===== config.mk =====
export PLATFORM = sky130hd
export DESIGN_NAME = if_stage_controller
export DESIGN_NICKNAME = d
export VERILOG_FILES = /design/src/rtl/if_stage_controller.sv
export SDC_FILE = /design/constraint.sdc
export NUM_CORES = 1
export LEC_CHECK = 0
export ABC_CLOCK_PERIOD_IN_PS = 6200
export CAP_MARGIN = 20
export CORE_UTILIZATION = 45
export CTS_BUF_LIST = sky130_fd_sc_hd__clkbuf_16
export DETAILED_ROUTE_END_ITERATION = 16
export GPL_TIMING_DRIVEN = 0
export PLACE_DENSITY_LB_ADDON = 0.15
export SYNTH_ARGS = -nofsm -noshare
export SYNTH_HDL_FRONTEND = slang
export SYNTH_SLANG_ARGS = --single-unit
export TNS_END_PERCENT = 10

===== constraint.sdc =====
create_clock -name clk -period 6.2 [get_ports clk]
set_input_delay 0.62 -clock clk [delete_from_list [all_inputs] [get_ports clk]]
set_output_delay 0.62 -clock clk [all_outputs]
set_load 0.02 [all_outputs]

===== src/rtl/if_stage_controller.sv =====
// if_stage_controller
//   Instruction-fetch stage for the 5-stage MIPS pipeline. Owns the PC, the
//   IF/ID pipeline register and the instruction-memory request handshake.
//   Applies stall / flush / branch / jump commands from hazard detection and
//   copes with a multi-cycle instruction memory.
//
// Ports
//   clk, rst          pipeline clock, asynchronous active-high reset
//   holdPC            freeze PC and IF/ID this cycle
//   IF_ID_Flush       load a bubble into IF/ID this cycle
//   isBranch          taken branch (target = branch_pc_plus4 + PC_offset*4)
//   PC_offset         sign-extended word offset of the branch
//   branch_pc_plus4   PC+4 of the branch instruction
//   isJump            jump to jump_target
//   jump_target       absolute jump byte address
//   imem_req          fetch request valid (imem_addr stable while high)
//   imem_addr         fetch byte address (always equals PC)
//   imem_ready        read data valid; completes the request
//   imem_rdata        instruction word
//   PC_IF_ID          PC+4 of the instruction in IF/ID
//   instr_IF_ID       instruction in IF/ID
//   valid_IF_ID       IF/ID holds a real instruction
module if_stage_controller #(
    parameter logic [31:0] RESET_PC  = 32'h0000_0000,
    parameter logic [31:0] NOP_INSTR = 32'h0000_0000
) (
    input  logic        clk,
    input  logic        rst,
    input  logic        holdPC,
    input  logic        IF_ID_Flush,
    input  logic        isBranch,
    input  logic [31:0] PC_offset,
    input  logic [31:0] branch_pc_plus4,
    input  logic        isJump,
    input  logic [31:0] jump_target,
    output logic        imem_req,
    output logic [31:0] imem_addr,
    input  logic        imem_ready,
    input  logic [31:0] imem_rdata,
    output logic [31:0] PC_IF_ID,
    output logic [31:0] instr_IF_ID,
    output logic        valid_IF_ID
);

    localparam logic [1:0] FETCH = 2'd0;  // request outstanding at PC
    localparam logic [1:0] HOLD  = 2'd1;  // fetched word parked in skid buffer
    localparam logic [1:0] DRAIN = 2'd2;  // redirected; finishing old request

    logic [1:0]  state, state_next;
    logic [31:0] pc, pc_next;
    logic [31:0] skid, skid_next;
    logic [31:0] pending, pending_next;
    logic [31:0] if_pc, if_pc_next;
    logic [31:0] if_instr, if_instr_next;
    logic        if_valid, if_valid_next;

    logic        redirect;
    logic [31:0] target;
    logic        load;
    logic [31:0] load_word;

    assign redirect = isBranch | isJump;
    assign target   = isBranch ? (branch_pc_plus4 + (PC_offset << 2)) : jump_target;

    // Gated by rst so the request drops the instant reset asserts.
    assign imem_req    = ~rst & (state != HOLD);
    assign imem_addr   = pc;
    assign PC_IF_ID    = if_pc;
    assign instr_IF_ID = if_instr;
    assign valid_IF_ID = if_valid;

    always_comb begin
        state_next    = state;
        pc_next       = pc;
        skid_next     = skid;
        pending_next  = pending;
        if_pc_next    = if_pc;
        if_instr_next = if_instr;
        if_valid_next = if_valid;
        load          = 1'b0;
        load_word     = imem_rdata;

        case (state)
            FETCH: begin
                if (redirect) begin
                    if (imem_ready) begin
                        pc_next = target;
                    end else begin
                        // Address must stay put until the memory answers.
                        pending_next = target;
                        state_next   = DRAIN;
                    end
                end else if (imem_ready) begin
                    if (holdPC) begin
                        skid_next  = imem_rdata;
                        state_next = HOLD;
                    end else begin
                        load    = 1'b1;
                        pc_next = pc + 32'd4;
                    end
                end
            end
            HOLD: begin
                if (redirect) begin
                    pc_next    = target;
                    state_next = FETCH;
                end else if (!holdPC) begin
                    load       = 1'b1;
                    load_word  = skid;
                    pc_next    = pc + 32'd4;
                    state_next = FETCH;
                end
            end
            DRAIN: begin
                if (redirect) begin
                    pending_next = target;
                end
                if (imem_ready) begin
                    // A redirect on the completing edge is the newest one.
                    pc_next    = redirect ? target : pending;
                    state_next = FETCH;
                end
            end
            default: state_next = FETCH;
        endcase

        // A flush (explicit or implied by a redirect) squashes whatever would
        // have entered IF/ID on this edge.
        if (redirect || IF_ID_Flush) begin
            if_pc_next    = '0;
            if_instr_next = NOP_INSTR;
            if_valid_next = 1'b0;
        end else if (load) begin
            if_pc_next    = pc + 32'd4;
            if_instr_next = load_word;
            if_valid_next = 1'b1;
        end
    end

    always_ff @(posedge clk or posedge rst) begin
        if (rst) begin
            state    <= FETCH;
            pc       <= RESET_PC;
            skid     <= '0;
            pending  <= '0;
            if_pc    <= '0;
            if_instr <= NOP_INSTR;
            if_valid <= 1'b0;
        end else begin
            state    <= state_next;
            pc       <= pc_next;
            skid     <= skid_next;
            pending  <= pending_next;
            if_pc    <= if_pc_next;
            if_instr <= if_instr_next;
            if_valid <= if_valid_next;
        end
    end

endmodule


==> summary.txt <==
Setup path
  • Crit path kind: primary input to flip-flop
  • WP data required: 6510 ps
  • CP delay by family, top: compound AO/OA/AOI/OAI gates
  • CP Launch Type: primary input
  • CP cell instances: clkdlybuf4s50_1 > ha_1 > a21o_1 > a21o_1 > a211o_1 > a2111oi_0 > o2bb2ai_1 > nor3_1 > or3_1 > mux2i_1 > a211o_1
  • Worst Path Arrival: 3770 ps
  • Max stage delay cell, worst path: a2111oi_0
  • Crit end category: flip-flop
  • Crit-path max FO: 6
  • Slowest stage delay, CP: 480 ps
  • Bufs and invs on worst path: 1

Power and ir drop
  • Sequential power share: 42.1%
  • Worst VDD drop: 0.173 mV
  • Internal power: 2120 µW
  • Power Total: 3170 µW
  • Sw frac: 33.0%
  • Lkg Pwr: 0.00543 µW
  • PwrDens: 253 nW/µm²
  • Combinational group share of total power: 25.9%
  • Psw: 1050 µW
  • Clock network power share: 31.9%

Placed design
  • RePlAce Congestion: 0.900
  • DP Area: 12000 µm²
  • Post-DP HPWL: 21.4 mm
  • Setup WS pre-CTS: 2330 ps
  • I/O Buffers: 228

Die
  • Die area: 21300 µm²
  • Core ar.: 20200 µm²
  • I/O pins: 233
  • Die Ht: 146 µm
  • Site row count: 52
  • Die Width: 146 µm
  • Initial Util: 46.0%

Global routing
  • Vias in the first global route: 8216
  • Global-route wire length before repair: 44.4 mm
  • Grt total ovfl: 0
  • Largest net degree at the start of global routing: 111
  • Total track usage: 26.8%
  • Initial antenna violation count: 0

Layout
  • Net count, final: 1427
  • Design area: 12500 µm²
  • Final Core Density: 61.9%
  • Share of layout cells above drive strength 1: 6.59%
  • Commonest non-fill, non-tap cell in the layout: clkdlybuf4s50_1
  • Most frequent cells in the layout: clkdlybuf4s50_1, dfrtp_1, nand2_1, o21ai_0, nor2_1
  • Layout area overhead: 34.7%
  • Ant. Diodes: 0

Routing
  • DRT antenna net count: 0
  • First DRT Iteration DRCs: 738
  • Via density: 5.50
  • DRC: 0
  • DR vias: 8493
  • Pre-antenna DRT Iters: 5
  • Detailed-route wire length: 27.8 mm
  • WL/cell: 18.0 µm

Yosys
  • Async SR Flop Fraction: 100%
  • Syn Nets: 1178
  • Register bit count reported by yosys: 163
  • Top-area cell type share of the netlist area: 43.8%
  • Sequential area share after synthesis: 43.8%
  • Most used DFF post-synth: dfrtp_1
  • EDFF count, synth: 0
  • Yosys warning count: 0
  • Mapped Area: 9300 µm²
  • Synth top area cells: dfrtp_1, o21ai_0, nand2_1
  • Synth cell types: 64
  • Avg Cell Area, Syn: 9.19 µm²
  • Cell accounting for the most synthesized area: dfrtp_1
  • Post-synthesis cell count: 1012

Hold path
  • Hold Path Class: flip-flop to flip-flop

Clocking
  • Postcts setup bufs: 0
  • Root Buffer: clkbuf_16
  • CTS Hold Bufs: 0
  • H-tree depth: 4
  • CTS tree: yes
  • Clock Pin Slew Worst Setup and Hold Paths: 70 ps
  • Clk buf depth: 2
  • CTS Buf Count: 17
  • Clk_lat worst skew: 430 ps
  • Number of gates resized after CTS: 0
  • TritonCTS sink count: 163

Timing
  • Aggregate negative setup slack: 0 ps
  • Final worst slack: 2750 ps
  • Worst-Margin Slew: 805 ps
  • RSZ-0062 raised after global routing: no
  • Fmax: 290 MHz
  • Period utilization: 55.7%
  • Max Slew Vio Count: 0
  • Min Clock Period, post-route: 3450 ps
  • Final hold violation count: 0
  • Setup Skew: 8.98 ps
  • Final setup fails: 0
  • Headroom to the max-slew limit: 45.9%

Run
  • Maxcap violations: 0

Outcome
  • Status: complete, no violations
## final cells by class
cell class | instances | area (µm²)
Sequential cell | 163 | 4080
Clock buffer | 17 | 425
Fill cell | 1802 | 7700
Multi-Input combinational cell | 779 | 4960
Inverter | 10 | 45.0
Timing Repair Buffer | 230 | 2320
Tap cell | 270 | 338
Clock inverter | 15 | 141
Buffer | 60 | 231
## Yosys cell counts, types with 2 or more instances
cell type,instances
a211o_1,4
a211oi_1,15
a21o_1,16
a21oi_1,63
a221oi_1,2
a22o_1,3
a22oi_1,2
a31oi_1,12
and2_1,2
and3_1,9
and4_1,3
buf_1,5
buf_2,2
clkbuf_1,52
dfrtp_1,163
ha_1,30
inv_1,10
mux2_2,34
mux2i_1,56
nand2_1,152
nand2b_1,4
nand3_1,22
nand3_2,2
nand3b_1,6
nand4_1,7
nor2_1,64
nor2b_1,6
nor3_1,13
nor3b_1,10
o211ai_1,3
o21a_1,7
o21ai_0,136
o21ai_1,2
o21bai_1,3
o221a_2,2
o221ai_1,3
o22ai_1,4
or3_1,5
or4_1,2
xnor2_1,34
xor2_1,19
## power by group through the flow
| stage | combinational, µW | sequential (µW) | clock, µW |
|---|---|---|---|
| after global routing | 897 | 1350 | 1070 |
| after global placement | 800 | 1340 | 0 |
| after CTS | 819 | 1330 | 1020 |
| after detailed placement | 814 | 1350 | 0 |
| final | 822 | 1340 | 1010 |
| after floorplan | 432 | 1370 | 0 |
## tightest hold or removal path, delay by kind of cell, from the launching register on
kind,cells,cell delay (ps)
flip-flops,1,340
AO/OA/AOI/OAI,1,60
AND/OR/NAND/NOR,1,50
## through the flow
stage,hold WS [ps],std cells
after CTS,484,1544
after global routing,500,1544
final,481,1544
after detailed placement,469,1512
after floorplan,445,1012
after global placement,459,1510
## per-layer routing
layer / up-vias / share of wire [%] / global-route usage, % / wire length (µm)
met4: 0 / 1.7 / 8.58 / 475
met3: 36 / 6.5 / 4.73 / 1820
li1: 4122 / - / - / -
met2: 342 / 47 / 43.3 / 13100
met5: - / 0 / 0 / 0
met1: 3993 / 45 / 36.5 / 12400
## final timing paths
path / slack, ps / endpoint / startpoint / cells past startpoint
min in group asynchronous: 630 / skid[29] / rst / 2
hold reg to reg: 480 / PC_IF_ID[11] / PC_IF_ID[11] / 2
setup / recovery: 2750 / pending[28] / PC_offset[7] / 11
hold / removal: 480 / PC_IF_ID[11] / PC_IF_ID[11] / 2
max in group asynchronous: 4700 / imem_addr[17] / rst / 3
setup reg to reg: 3170 / imem_addr[31] / imem_addr[4] / 9
## logic make-up (layout without fill, tap and decap cells)
logic type / Yosys count / after routing / share of synthesized area (%)
AOI/OAI and AO/OA: 289 / 289 / 18.2
xor gates and xnor gates: 53 / 53 / 4.99
adders and majority gates: 31 / 31 / 4.25
buffers and inverters: 70 / 332 / 2.89
DFF: 163 / 163 / 43.8
muxes: 90 / 90 / 10.1
and+or+nand+nor: 316 / 316 / 15.6
## flip-flops by register name (all words and copies together) (netlist names)
signal and cells:
instr_IF_ID 32, state 2, imem_addr 32, pending 32
PC_IF_ID 32, valid_IF_ID 1, skid 32
(Power assumes the default switching activity.)
